### src/rtl/led_pkg.sv
// Shared helpers for the LED display blocks: direction codes and ring arithmetic.
// Latency: combinational functions only.
// Backpressure: not applicable.
package led_pkg;

  localparam logic DIR_DOWN = 1'b0;
  localparam logic DIR_UP   = 1'b1;

  // True when pos lies in base .. base+len-1, indices taken mod width.
  function automatic logic in_span(input int pos, input int base, input int len, input int width);
    int d;
    d = pos - base;
    if (d < 0) d = d + width;
    return (d < len);
  endfunction

  // One step along the ring of width cells, wrapping at both ends.
  function automatic int wrap_step(input int pos, input logic dir, input int width);
    int n;
    if (dir == DIR_UP) n = (pos == width - 1) ? 0 : pos + 1;
    else               n = (pos == 0) ? width - 1 : pos - 1;
    return n;
  endfunction

endpackage

### src/rtl/led_bounce_chaser_tick_gen.sv
// Free-running prescaler producing fast and slow single-cycle tick enables.
// Latency: ticks are combinational from the counter; a tick fires 2^DIV enabled cycles after reset.
// Backpressure: none; en low freezes the counter so the tick phase resumes exactly.
module tick_gen #(
  parameter int FAST_DIV = 23,
  parameter int SLOW_DIV = 26
) (
  input  logic clk,
  input  logic rst,
  input  logic en,
  output logic fast_tick,
  output logic slow_tick
);

  logic [SLOW_DIV-1:0] r_cnt;

  // Prescaler advances only on enabled cycles.
  always_ff @(posedge clk or posedge rst) begin
    if (rst)     r_cnt <= '0;
    else if (en) r_cnt <= r_cnt + SLOW_DIV'(1);
  end

  // The slow tick implies all low bits are ones, so it always coincides with a fast tick.
  assign fast_tick = en & (&r_cnt[FAST_DIV-1:0]);
  assign slow_tick = en & (&r_cnt);

endmodule

### src/rtl/led_bounce_chaser.sv
// LED chaser: rotating lit block plus a faster walker that bounces off it, with bounce counter.
// Latency: led and bounce_cnt reflect a move right after the tick edge, zero extra cycles.
// Backpressure: none; en low freezes every register including the prescaler.
module led_bounce_chaser
  import led_pkg::*;
#(
  parameter int LED_W    = 16,
  parameter int BLK_LEN  = 3,
  parameter int FAST_DIV = 23,
  parameter int SLOW_DIV = 26
) (
  input  logic             clk,
  input  logic             rst,
  input  logic             en,
  input  logic             dir,
  output logic [LED_W-1:0] led,
  output logic [7:0]       bounce_cnt
);

  localparam int PW = (LED_W > 1) ? $clog2(LED_W) : 1;

  logic          w_fast_tick;
  logic          w_slow_tick;

  logic [PW-1:0] r_blk_pos;
  logic [PW-1:0] r_wk_pos;
  logic          r_wk_dir;
  logic [7:0]    r_bounce_cnt;

  int            w_nblk;
  int            w_c;
  int            w_o;
  int            w_res;
  int            w_edge;
  logic [PW-1:0] w_nxt_wk_pos;
  logic          w_nxt_wk_dir;
  logic          w_bump;
  logic [LED_W-1:0] w_led;

  tick_gen #(
    .FAST_DIV (FAST_DIV),
    .SLOW_DIV (SLOW_DIV)
  ) u_tick_gen (
    .clk       (clk),
    .rst       (rst),
    .en        (en),
    .fast_tick (w_fast_tick),
    .slow_tick (w_slow_tick)
  );

  // Resolve the walker against the block span as it will be after this cycle.
  always_comb begin
    w_nxt_wk_dir = r_wk_dir;
    w_bump       = 1'b0;
    w_edge       = 0;
    w_nblk       = int'(r_blk_pos);
    if (w_slow_tick) w_nblk = wrap_step(int'(r_blk_pos), dir, LED_W);
    w_c   = wrap_step(int'(r_wk_pos), r_wk_dir, LED_W);
    w_o   = wrap_step(int'(r_wk_pos), ~r_wk_dir, LED_W);
    w_res = int'(r_wk_pos);

    if (w_fast_tick) begin
      if (!in_span(w_c, w_nblk, BLK_LEN, LED_W)) begin
        w_res = w_c;
      end else if (!in_span(w_o, w_nblk, BLK_LEN, LED_W)) begin
        w_res        = w_o;
        w_nxt_wk_dir = ~r_wk_dir;
        w_bump       = 1'b1;
      end
    end

    // A block landing on a trapped walker shoves it ahead of its leading edge.
    if (w_slow_tick && in_span(w_res, w_nblk, BLK_LEN, LED_W)) begin
      if (dir == DIR_UP) begin
        w_edge = w_nblk + BLK_LEN;
        if (w_edge >= LED_W) w_edge = w_edge - LED_W;
      end else begin
        w_edge = wrap_step(w_nblk, DIR_DOWN, LED_W);
      end
      w_res = w_edge;
      if (w_nxt_wk_dir != dir) w_bump = 1'b1;
      w_nxt_wk_dir = dir;
    end

    w_nxt_wk_pos = w_res[PW-1:0];
  end

  // Block moves one cell per slow tick in the sampled direction.
  always_ff @(posedge clk or posedge rst) begin
    if (rst)              r_blk_pos <= PW'(LED_W - BLK_LEN);
    else if (w_slow_tick) r_blk_pos <= w_nblk[PW-1:0];
  end

  // Walker state; next values equal current ones on cycles without a tick.
  always_ff @(posedge clk or posedge rst) begin
    if (rst) begin
      r_wk_pos <= PW'(LED_W - BLK_LEN - 1);
      r_wk_dir <= DIR_DOWN;
    end else begin
      r_wk_pos <= w_nxt_wk_pos;
      r_wk_dir <= w_nxt_wk_dir;
    end
  end

  // Saturating count of walker reversals.
  always_ff @(posedge clk or posedge rst) begin
    if (rst)                                r_bounce_cnt <= '0;
    else if (w_bump && r_bounce_cnt != 8'hFF) r_bounce_cnt <= r_bounce_cnt + 8'd1;
  end

  // Display decode: block mask OR walker one-hot.
  always_comb begin
    w_led = '0;
    for (int i = 0; i < LED_W; i++) begin
      if (in_span(i, int'(r_blk_pos), BLK_LEN, LED_W)) w_led[i] = 1'b1;
    end
    w_led[r_wk_pos] = 1'b1;
  end

  assign led        = w_led;
  assign bounce_cnt = r_bounce_cnt;

endmodule

### config.mk
export PLATFORM = sky130hd
export DESIGN_NAME = led_bounce_chaser
export DESIGN_NICKNAME = d
export VERILOG_FILES = /design/src/rtl/led_pkg.sv /design/src/rtl/led_bounce_chaser_tick_gen.sv /design/src/rtl/led_bounce_chaser.sv
export SDC_FILE = /design/constraint.sdc
export NUM_CORES = 1
export LEC_CHECK = 0
export CORE_MARGIN = 5
export CORE_UTILIZATION = 35
export DETAILED_ROUTE_END_ITERATION = 6
export PLACE_DENSITY = 0.59
export SLEW_MARGIN = 20
export SYNTH_ARGS = -nofsm -noshare
export SYNTH_HDL_FRONTEND = slang
export SYNTH_SLANG_ARGS = --single-unit
### constraint.sdc
create_clock -name clk -period 18.8 [get_ports clk]
set_clock_uncertainty 0.1 [all_clocks]
set_input_delay 2.82 -clock clk [delete_from_list [all_inputs] [get_ports clk]]
set_output_delay 2.82 -clock clk [all_outputs]
set_load 0.03 [all_outputs]
==> results.json <==
{
  "grt_max_degree": 44,
  "io_buffers": 27,
  "wire_per_inst_um": 15.22,
  "ys_async_sr_fraction_pct": 100.0,
  "worst_pin_slew_ns": 0.8221,
  "pin_count": 28,
  "clock_path_buffers": 2,
  "critPathCaptureType": "register",
  "synth-seq-cells": 43,
  "drive_gt1_share_pct": 5.031,
  "critical_path_required_ns": 18.86,
  "min_to": "u_tick_gen.r_cnt[14]",
  "syn2layout_area_growth_pct": 13.26,
  "maxSlewHeadroom_pct": 44.50,
  "r2r-end": "bounce_cnt[1]",
  "worstReg2RegStart": "u_tick_gen.r_cnt[0]",
  "cts_buffers": 5,
  "drt_iter0_drc": 263,
  "slowest_stage": "or4_1",
  "clock_latency_ns": 0.28,
  "grt_antenna_before_repair": 0,
  "seq_area_frac_synth_pct": 16.91,
  "yosys.area.top_type": "fa_1",
  "yosys.area.top_type_share_pct": 15.01,
  "netlist_area_sq_um": 6400,
  "reg2reg_depth": 40,
  "vdd_ir_drop_max_uv": 50.48,
  "rsz0062_at_grt": "no",
  "worstHoldStart": "u_tick_gen.r_cnt[14]",
  "grt_pass1_vias": 5387,
  "synth_area_leaders": "fa_1 15%, dfrtp_1 15%, ha_1 8.8%",
  "grt_pass1_wl_mm": 26.69,
  "grt-ovfl-total": 0,
  "reg2reg_slack_ns": 6.19,
  "synth_warnings": 0,
  "cpMostUsedCell": "inv_1",
  "finalSetupTns_ns": 0,
  "clk_pin_slew_ns": 0.06,
  "grtUsageTotal_pct": 14.61,
  "hold_path_depth": 1,
  "cts_tree": "yes",
  "synth_edf_count": 0,
  "dieArea_sq_um": 21090,
  "post_cts_buffers": 0,
  "cts_max_level": 2,
  "cts_resized": 0,
  "finalMaxSlewViolations": 0,
  "die_w_um": 145.2,
  "final_nets": 911,
  "first_pass_iters": 5,
  "path_class": "in2reg",
  "dp_hpwl_mm": 12.73,
  "cts_root_buf": "clkbuf_16",
  "arrival_ns": 15.19,
  "finalCritPeriodShare_pct": 80.51,
  "cts_sinks": 43,
  "drt_wl_total_mm": 15.89,
  "cts_hold_buf": 0,
  "start_util_pct": 35.63,
  "ys.flop_type": "dfrtp_1",
  "vias": 5646,
  "synth_cells": 743,
  "critPathLaunchType": "primary input",
  "die_h_um": 145.2,
  "coreArea_sq_um": 17960,
  "synth.distinct_cells": 88,
  "drc": 0,
  "finalHoldViolCount": 0,
  "most-common-layout-cells": "57 x nand2_1, 57 x inv_1, 48 x fa_1, 48 x conb_1, 47 x nor2_1",
  "viasPerCell": 5.408,
  "setup_violations": 0,
  "critPathMaxStageDelay_ns": 0.74,
  "ant_nets": 0,
  "power_density_nw_per_um2": 41.51,
  "antenna_cells": 0,
  "cp_max_fo": 7,
  "p_leak_nw": 2.974,
  "power_w": 0.0003009,
  "status": "finished clean",
  "gp_congestion": 0.9057,
  "rows": 49,
  "fmax_ghz": 0.06607,
  "hp-class": "reg2reg",
  "syn-mean-instance-area_sq_um": 8.614,
  "maxCapViolCount": 0,
  "fin_crit_ns": 15.14
}
[metal layers]
metal | global-route usage (%) | vias to the layer above | routed length (um)
met2 | 24.29 | 135 | 7400
met4 | 2.938 | 0 | 229
li1 | - | 2788 | -
met1 | 20.61 | 2699 | 7573
met5 | 0 | - | 0
met3 | 1.684 | 24 | 683
[through the flow]
| step | utilization [%] | instances | worst slack, ns | hold slack [ns] | cell area [sq um] |
|---|---|---|---|---|---|
| floorplan | - | 789 | 5.351 | 0.3348 | 6573 |
| global route | 40.35 | 1044 | 2.609 | 0.3814 | 7248 |
| finish | 40.35 | 1044 | 3.664 | 0.3602 | 7248 |
| detailed placement | 39.57 | 1036 | 3.464 | 0.3568 | 7108 |
| CTS | 40.35 | 1044 | 3.731 | 0.3669 | 7248 |
| global placement | 39.53 | 1036 | 3.678 | 0.3547 | 7102 |
[power by group]
group / switching (W) / leakage, nW / internal [W]
registers: 0.00000808 / 0.550 / 0.000100
logic: 0.0000648 / 2.36 / 0.0000450
clock network: 0.0000336 / 0.0641 / 0.0000493
[flip-flops by register name, summed over array words and instances (netlist names)]
signal	flops
r_wk_dir	1
r_wk_pos	4
u_tick_gen.r_cnt	26
r_blk_pos	4
bounce_cnt	8
[worst max path at each step]
stage          from            end  slack [ns]  depth (start not counted)
2_1_floorplan    en  bounce_cnt[1]        5.35                         32
3_3_place_gp     en  bounce_cnt[1]        3.68                         40
3_5_place_dp     en  bounce_cnt[1]        3.46                         40
4_1_cts          en  bounce_cnt[1]        3.73                         40
5_1_grt          en  bounce_cnt[1]        2.61                         40
6_report         en  bounce_cnt[1]        3.66                         40
[cell families after synthesis]
family,Yosys count,share of synthesized area [%]
compound gates,171,19.28
xor+xnor,55,7.527
fa+ha+maj,93,23.81
buf+inv,73,4.301
flops,43,16.91
mux,9,1.505
other cells,2,0.1173
simple gates,297,26.55
[cell type report]
cell class	instances	area, sq um
timing repair buffer	29	285.3
multi-input combinational	673	5221
inverter	62	232.7
clock inverter	1	7.507
sequential	43	1082
clock buffer	7	132.6
fill	1825	10720
tap	229	286.5
[synth_stat cells, drive strengths merged, types with 9 or more instances]
cell type and count:
and2 11, xor2 20, fa 48, xnor2 35, nand2 58, nand4 19
inv 62, ha 45, o21ai 33, nand2b 23, dfrtp 38, nor2 47
a31oi 11, nand3 28, a21oi 34, nor2b 14, nor3 19, and4 10
or4 9, nor4 9
[critical path: cells and delay by family]
kind                     cells  cell delay [ns]
AND/OR/NAND/NOR             16             5.19
multiplexers                 1             0.35
adder cells (fa/ha/maj)      6             2.14
buffers and inverters        5             1.06
AO/OA/AOI/OAI               12             3.64
No activity file was read; power rests on OpenSTA's default activity.
